File: src/rtl/mc_pkg.sv
// Shared encodings for the multi-cycle control sequencer: FSM states, opcodes,
// ALU operations and datapath select values.
package mc_pkg;

    typedef enum logic [2:0] {
        ST_BOOT   = 3'd0,
        ST_FETCH  = 3'd1,
        ST_DECODE = 3'd2,
        ST_EXEC   = 3'd3,
        ST_MEM    = 3'd4,
        ST_WB     = 3'd5,
        ST_HALT   = 3'd6
    } state_t;

    localparam logic [4:0] OP_R    = 5'h00;
    localparam logic [4:0] OP_ADDI = 5'h01;
    localparam logic [4:0] OP_ANDI = 5'h02;
    localparam logic [4:0] OP_ORI  = 5'h03;
    localparam logic [4:0] OP_LW   = 5'h04;
    localparam logic [4:0] OP_SW   = 5'h05;
    localparam logic [4:0] OP_BEQ  = 5'h06;
    localparam logic [4:0] OP_JMP  = 5'h07;
    localparam logic [4:0] OP_HALT = 5'h1F;

    localparam logic [3:0] ALU_ADD = 4'h0;
    localparam logic [3:0] ALU_SUB = 4'h1;
    localparam logic [3:0] ALU_AND = 4'h2;
    localparam logic [3:0] ALU_OR  = 4'h3;

    localparam logic [1:0] PC_SRC_SEQ    = 2'd0;
    localparam logic [1:0] PC_SRC_BRANCH = 2'd1;
    localparam logic [1:0] PC_SRC_JUMP   = 2'd2;

    localparam logic [1:0] ALU_B_RS2  = 2'd0;
    localparam logic [1:0] ALU_B_IMM  = 2'd1;
    localparam logic [1:0] ALU_B_FOUR = 2'd2;

endpackage

File: src/rtl/mc_control_decode.sv
// Combinational opcode -> control-class decode for mc_control.
// Optional feature macro: IMM_ZEXT_EN (zero-extend ANDI/ORI immediates).
module mc_decode
    import mc_pkg::*;
(
    input  logic [4:0] opcode,
    input  logic [3:0] funct,
    output logic [3:0] alu_op,
    output logic [1:0] alu_src_b,
    output logic       ext_zero,
    output logic       is_load,
    output logic       is_store,
    output logic       is_branch,
    output logic       is_jump,
    output logic       is_halt,
    output logic       legal
);

    logic logical_imm;

    always_comb begin
        alu_op      = ALU_ADD;
        alu_src_b   = ALU_B_RS2;
        logical_imm = 1'b0;
        is_load     = 1'b0;
        is_store    = 1'b0;
        is_branch   = 1'b0;
        is_jump     = 1'b0;
        is_halt     = 1'b0;
        legal       = 1'b1;
        case (opcode)
            OP_R:    alu_op = funct;
            OP_ADDI: alu_src_b = ALU_B_IMM;
            OP_ANDI: begin
                alu_src_b   = ALU_B_IMM;
                alu_op      = ALU_AND;
                logical_imm = 1'b1;
            end
            OP_ORI: begin
                alu_src_b   = ALU_B_IMM;
                alu_op      = ALU_OR;
                logical_imm = 1'b1;
            end
            OP_LW: begin
                alu_src_b = ALU_B_IMM;
                is_load   = 1'b1;
            end
            OP_SW: begin
                alu_src_b = ALU_B_IMM;
                is_store  = 1'b1;
            end
            OP_BEQ: begin
                alu_op    = ALU_SUB;
                is_branch = 1'b1;
            end
            OP_JMP:  is_jump = 1'b1;
            OP_HALT: is_halt = 1'b1;
            default: legal = 1'b0;
        endcase
    end

    // Without the feature every immediate is sign-extended.
`ifdef IMM_ZEXT_EN
    assign ext_zero = logical_imm;
`else
    logic unused_logical_imm;
    assign unused_logical_imm = logical_imm;
    assign ext_zero           = 1'b0;
`endif

endmodule

File: src/rtl/mc_control.sv
// Multi-cycle control sequencer: fetch/decode/execute/memory/write-back FSM
// driving all datapath selects. Optional feature macro: IMM_ZEXT_EN.
module mc_control
    import mc_pkg::*;
(
    input  logic        clk,
    input  logic        rst,
    input  logic [31:0] instr,
    input  logic        mem_ready,
    input  logic        alu_zero,
    output logic        mem_req,
    output logic        mem_we,
    output logic        mem_addr_sel,
    output logic        ir_we,
    output logic        pc_we,
    output logic [1:0]  pc_src,
    output logic [1:0]  alu_src_b,
    output logic [3:0]  alu_op,
    output logic        ext_zero,
    output logic        rf_we,
    output logic        wb_sel,
    output logic        halted,
    output logic        illegal
);

    state_t     state;
    state_t     state_next;
    logic [4:0] op_q;
    logic [3:0] funct_q;
    logic [4:0] dec_opcode;
    logic [3:0] dec_funct;

    logic [3:0] dec_alu_op;
    logic [1:0] dec_alu_src_b;
    logic       dec_ext_zero;
    logic       dec_load;
    logic       dec_store;
    logic       dec_branch;
    logic       dec_jump;
    logic       dec_halt;
    logic       dec_legal;

    logic       unused_instr;
    assign unused_instr = ^instr[26:4];

    // The opcode register only becomes valid after DECODE, so decode the IR directly there.
    assign dec_opcode = (state == ST_DECODE) ? instr[31:27] : op_q;
    assign dec_funct  = (state == ST_DECODE) ? instr[3:0]   : funct_q;

    mc_decode u_decode (
        .opcode    (dec_opcode),
        .funct     (dec_funct),
        .alu_op    (dec_alu_op),
        .alu_src_b (dec_alu_src_b),
        .ext_zero  (dec_ext_zero),
        .is_load   (dec_load),
        .is_store  (dec_store),
        .is_branch (dec_branch),
        .is_jump   (dec_jump),
        .is_halt   (dec_halt),
        .legal     (dec_legal)
    );

    always_ff @(posedge clk or posedge rst) begin
        if (rst) begin
            state   <= ST_BOOT;
            op_q    <= '0;
            funct_q <= '0;
        end else begin
            state <= state_next;
            if (state == ST_DECODE) begin
                op_q    <= instr[31:27];
                funct_q <= instr[3:0];
            end
        end
    end

    always_comb begin
        state_next   = state;
        mem_req      = 1'b0;
        mem_we       = 1'b0;
        mem_addr_sel = 1'b0;
        ir_we        = 1'b0;
        pc_we        = 1'b0;
        pc_src       = PC_SRC_SEQ;
        alu_src_b    = ALU_B_RS2;
        alu_op       = ALU_ADD;
        ext_zero     = 1'b0;
        rf_we        = 1'b0;
        wb_sel       = 1'b0;
        halted       = 1'b0;
        illegal      = 1'b0;
        case (state)
            ST_BOOT: state_next = ST_FETCH;
            ST_FETCH: begin
                mem_req = 1'b1;
                if (mem_ready) begin
                    ir_we      = 1'b1;
                    pc_we      = 1'b1;
                    pc_src     = PC_SRC_SEQ;
                    state_next = ST_DECODE;
                end
            end
            ST_DECODE: begin
                ext_zero = dec_ext_zero;
                if (dec_halt) begin
                    state_next = ST_HALT;
                end else if (!dec_legal) begin
                    illegal    = 1'b1;
                    state_next = ST_FETCH;
                end else begin
                    state_next = ST_EXEC;
                end
            end
            ST_EXEC: begin
                ext_zero  = dec_ext_zero;
                alu_op    = dec_alu_op;
                alu_src_b = dec_alu_src_b;
                if (dec_branch) begin
                    pc_we      = alu_zero;
                    pc_src     = PC_SRC_BRANCH;
                    state_next = ST_FETCH;
                end else if (dec_jump) begin
                    pc_we      = 1'b1;
                    pc_src     = PC_SRC_JUMP;
                    state_next = ST_FETCH;
                end else if (dec_load || dec_store) begin
                    state_next = ST_MEM;
                end else begin
                    state_next = ST_WB;
                end
            end
            ST_MEM: begin
                ext_zero     = dec_ext_zero;
                mem_req      = 1'b1;
                mem_addr_sel = 1'b1;
                mem_we       = dec_store;
                if (mem_ready) begin
                    state_next = dec_store ? ST_FETCH : ST_WB;
                end
            end
            ST_WB: begin
                ext_zero   = dec_ext_zero;
                rf_we      = 1'b1;
                wb_sel     = dec_load;
                state_next = ST_FETCH;
            end
            ST_HALT: halted = 1'b1;
            default: state_next = ST_BOOT;
        endcase
    end

endmodule

File: config.mk
export PLATFORM = sky130hd
export DESIGN_NAME = mc_control
export DESIGN_NICKNAME = d
export VERILOG_FILES = /design/src/rtl/mc_pkg.sv /design/src/rtl/mc_control_decode.sv /design/src/rtl/mc_control.sv
export SDC_FILE = /design/constraint.sdc
export NUM_CORES = 1
export LEC_CHECK = 0
export BUFFER_PORTS_ARGS = -buffer_cell sky130_fd_sc_hd__clkbuf_2
export CORE_AREA = 2 2 46 48
export CTS_BUF_LIST = sky130_fd_sc_hd__clkbuf_2
export DETAILED_ROUTE_END_ITERATION = 10
export DIE_AREA = 0 0 48 50
export PLACE_DENSITY = 0.84
export SYNTH_ARGS = -nofsm -noshare
export SYNTH_HDL_FRONTEND = slang
export SYNTH_SLANG_ARGS = --single-unit
export TNS_END_PERCENT = 1
File: constraint.sdc
create_clock -name clk -period 3.1 [get_ports clk]
set_input_delay 0.62 -clock clk [delete_from_list [all_inputs] [get_ports clk]]
set_output_delay 0.62 -clock clk [all_outputs]
set_load 0.03 [all_outputs]
# Word level (Yosys, flattened, before mapping)
# Index checks and enable logic that the tools add are counted.
[totals] in_bits=36 ff_bits=12 word_cells=66
[classes] n_bitwise=1 muxes=38 eq_ne=16 n_reduce_logical=8
[ops] op="$mux 1" n=21
[ops] op="$eq 5x3->1 const B" n=4
[ops] op="$mux 3" n=6
[ops] op="$pmux 3 s6" n=1
[ops] op="$pmux 4 s4" n=1
[ops] op="$eq 5x2->1 const B" n=2
[ops] op="$mux 2" n=5
[ops] op="$eq 3x3->1 const B" n=3
[ops] op="$reduce_or 9->1" n=1
[ops] op="$mux 4" n=2
[ops] op="$eq 3x2->1 const B" n=2
[ops] op="$eq 5x1->1 const B" n=1
[ops] op="$eq 5x5->1 const B" n=1
[ops] op="$logic_not 5->1" n=1
[ops] op="$mux 5" n=1
[ops] op="$reduce_or 5->1" n=1
[ops] op="$ne 2x2->1 const B" n=2
[ops] op="$reduce_or 2->1" n=2
[ops] op="$eq 3x1->1 const B" n=1
[ops] op="$logic_not 3->1" n=1
[ops] op="$reduce_and 3->1" n=1
[ops] op="$pmux 1 s2" n=1
[ops] op="$logic_or 1x1->1" n=1
[ops] op="$not 1->1" n=1

# Logic depth before layout (Yosys ltp)
[logic_depth] ltp_word=9 depth_mapped=6 depth_no_buf=5

# Cells and area by module
# A second synthesis with hierarchy kept.
[hier_totals] hier_cells=95 hier_area_um2=954.7
[by_module_without_submodules] mod="mc_control" instances=1 area_each_um2=774.5 cells_each=66
[by_module_without_submodules] mod="mc_decode" instances=1 area_each_um2=180.2 cells_each=29

# Worst setup path before layout
# Ideal clock, no wire load.
[synth_path] kind="reg-to-output" start="register state[0]" end="output port mem_we" t_required_ns=2.480 path_buffers=1 path_stages_with_launch=4 arrival_time_ns=2.159 slack_ns=0.321 path_cell_list="dfrtp_1 > buf_6 > nor3b_1 > nor3b_1"
[synth_via] elab_chain_len=5 word_cells_on_any_way=6 cone_classes="eq/ne (3); mux (3)"
[synth_lines] element="start: declaration" line="mc_control.sv:26" rtl="state_t state;"
[synth_lines] element="start signal: assignment" line="mc_control.sv:70" rtl="state <= state_next;"
[synth_lines] element="$eq 3x2->1"
[synth_lines] element="$mux 5"
[synth_lines] element="$eq 5x3->1" line="mc_control_decode.sv:31" rtl="case (opcode)"
[synth_lines] element="$mux 1" line="mc_control_decode.sv:31"
[synth_lines] element="$mux 1 (*)" line="mc_control.sv:93" rtl="case (state)"
[synth_lines] element="end: declaration" line="mc_control.sv:12" rtl="output logic mem_we,"
# Every way passes the cells marked *; elsewhere a longest branch is shown, timed or not.

# Worst setup path in the final report
[layout_path] start="register state[0]" end="output port alu_op[2]"
[layout_via] elab_chain_len=5 word_cells_on_any_way=10 cone_classes="eq/ne (5); mux (4); reduce/logical (1)"
[layout_lines] element="$eq 3x2->1"
[layout_lines] element="$mux 5"
[layout_lines] element="$eq 5x3->1 (tied with other cells)" line="mc_control_decode.sv:31"
[layout_lines] element="$pmux 4 s4" line="mc_control_decode.sv:31"
[layout_lines] element="$mux 4 (*)" line="mc_control.sv:93"
[layout_lines] element="end: declaration" line="mc_control.sv:18" rtl="output logic [3:0] alu_op,"
# Marks and branches as above.

==> impl_metrics.json <==
{
  "fp.dieH_microns": 50,
  "cpPeakStageDelay_ns": 0.60,
  "hold_buffers": 0,
  "synthAdderAreaFrac_pct": 0,
  "wl_per_cell_microns": 11.86,
  "synth-edff-count": 0,
  "final_max_slew_viol_count": 0,
  "outcome": "completed",
  "drtIter0Drc": 20,
  "finalCritPeriodShare_pct": 92.94,
  "rsz0062_at_grt": "no",
  "coreArea_sq_um": 1902,
  "max_cap_violations": 0,
  "layout.nets": 164,
  "start_util_pct": 43.62,
  "post_cts_buffers": 0,
  "synth_top_family_by_area": "simple AND/OR/NAND/NOR gates",
  "ys.flop_type": "dfrtp_1",
  "fmax_mhz": 347.1,
  "die_x_microns": 48,
  "endpoint_kind": "output pin",
  "netlist_instances": 99,
  "yosys_warnings": 0,
  "r2r_setup_slack_ns": 1.08,
  "dp_cells": 150,
  "async_reset_ff_share_pct": 100.0,
  "path_clk_slew_ns": 0.12,
  "finalSetupViolCount": 0,
  "ant_nets": 0,
  "htreeDepth": 1,
  "overflow": 0,
  "stdcell_count": 153,
  "grt_usage_pct": 19.00,
  "powerDensity_nw_per_um2": 863.3,
  "portBuffers": 28,
  "ctsLongestPathBuffers": 2,
  "clk_latency_ns": 0.27,
  "crit_arrival_ns": 2.26,
  "synth_compound_area_share_pct": 14.63,
  "cellLeakagePower_nw": 0.4643,
  "skew_ns": 0.01390,
  "grt_max_degree": 14,
  "post-route-min-period_ns": 2.881,
  "syn-cell-area_sq_um": 829.5,
  "cts_tree": "done",
  "hold_viol": 0,
  "firstDrtPassIters": 4,
  "grt_antenna_before_repair": 0,
  "syn_area_per_cell_sq_um": 8.379,
  "cp_max_fo": 13,
  "synth.distinct_cells": 35,
  "grt_pass1_wl_microns": 3270,
  "antenna_cells": 0,
  "ys_ff_latch": 12,
  "yosys-mux-area-fraction_pct": 5.279,
  "cts_resized": 0,
  "dp_hpwl_microns": 1451,
  "io_pins": 54,
  "synth_xor_area_share_pct": 0,
  "dieArea_sq_um": 2400,
  "routed_via_density": 5.294,
  "cp_cell_sequence": "or3b_1 > mux2i_4 > o211ai_1 > nor2b_1 > clkbuf_2",
  "cts_buffers": 3,
  "hp-class": "in2async",
  "cts_sinks": 12,
  "cpMaxStageDelayCell": "or3b_1",
  "num_vias": 810,
  "grt_pass1_vias": 772,
  "drc_errors": 0,
  "required_ns": 2.48,
  "ir_drop_mv": 0.4406,
  "rows": 16,
  "cts-root-buf": "clkbuf_2",
  "area.growth.synth_to_final_pct": 18.10,
  "drive_above_1_share_pct": 30.95,
  "place.gp.congestion": 0.8256,
  "drt-total-wl_microns": 1815,
  "timing.setup.tns_ns": 0,
  "start_kind": "register",
  "synth_simple_gate_area_share_pct": 34.69,
  "yosysSeqAreaShare_pct": 36.20,
  "crit_type": "reg2out"
}
## critical path, delay by kind of cell, from the launching register on
kind                   cells  cell delay (ns)
AOI/OAI and AO/OA          1             0.17
buffers and inverters      1             0.21
DFF                        1             0.52
muxes                      1             0.33
and+or+nand+nor            2             0.75
## synth_stat cells (2+ instances only)
| library cell | number | area [sq um] |
|---|---|---|
| buf_6 | 2 | 22.52 |
| nor2b_1 | 3 | 18.77 |
| nor2_1 | 4 | 15.01 |
| buf_4 | 3 | 22.52 |
| nand4_1 | 2 | 12.51 |
| o21ai_0 | 5 | 25.02 |
| nor3b_1 | 6 | 45.04 |
| nor3_1 | 9 | 45.04 |
| nand2_1 | 18 | 67.56 |
| a21oi_1 | 5 | 25.02 |
| o211ai_1 | 2 | 15.01 |
| nand3_1 | 2 | 10.01 |
| inv_1 | 5 | 18.77 |
| dfrtp_1 | 12 | 300.3 |
## logic make-up (layout without fill, tap and decap cells)
family,Yosys count,in the layout
simple gates,53,53
compound gates,18,18
flops,12,12
buf+inv,12,38
mux,3,3
other cells,1,2
## layer usage
layer	vias to the layer above	global-route usage [%]	wire [microns]
li1	402	-	-
met1	385	22.22	733
met2	19	31.11	962
met3	4	5.861	87
met4	0	7.207	32
met5	-	0	0
## report_power, final
group / leakage (nW) / switching [mW] / internal (mW)
Clock: 0.0125 / 0.0496 / 0.0264
Sequential: 0.145 / 0.0984 / 0.231
Combinational: 0.306 / 0.272 / 0.168
## final cells by class
class	count	area (sq um)
sequential	12	300.3
multi-input combinational	76	460.4
fill	193	922.1
tap	27	33.78
inverter	6	22.52
clock buffer	3	15.01
timing repair buffer	29	147.6
## sequential cells by signal (all words and copies together) (netlist names)
name,cells
op_q,5
funct_q,4
state,3
## path summary, 6_finish.rpt
check                                   to       start  depth (start not counted)
worst max-delay path             alu_op[2]    state[0]                          5
worst min-delay path              state[0]         rst                          2
worst max register to register    state[1]    state[0]                          4
worst min register to register  funct_q[3]  funct_q[3]                          2
max in group asynchronous          op_q[1]         rst                          2
min in group clk                funct_q[3]  funct_q[3]                          2
## through the flow
step                hold slack, ns  power, mW  cell area, sq um  utilization, %  setup slack [ns]
global route                0.3446     0.9316             979.7           51.51           0.03430
finish                      0.3104     0.8458             979.7           51.51            0.2187
detailed placement          0.4608     0.7733             964.7           50.72            0.5247
global placement            0.4480     0.7559             964.7           50.72            0.5656
CTS                         0.3443     0.8505             979.7           51.51            0.2139
floorplan                   0.4339     0.6812             833.3               -            0.3211
## cells in the final DEF (no fill, tap or decap), drive strengths merged, types with 3 or more instances in the layout
| master | instances |
|---|---|
| clkbuf | 31 |
| nand2 | 18 |
| dfrtp | 12 |
| nor3 | 9 |
| nor3b | 7 |
| inv | 6 |
| a21oi | 5 |
| o21ai | 5 |
| nor2 | 4 |
| nor2b | 3 |
Power figures use the tool's default switching activity.
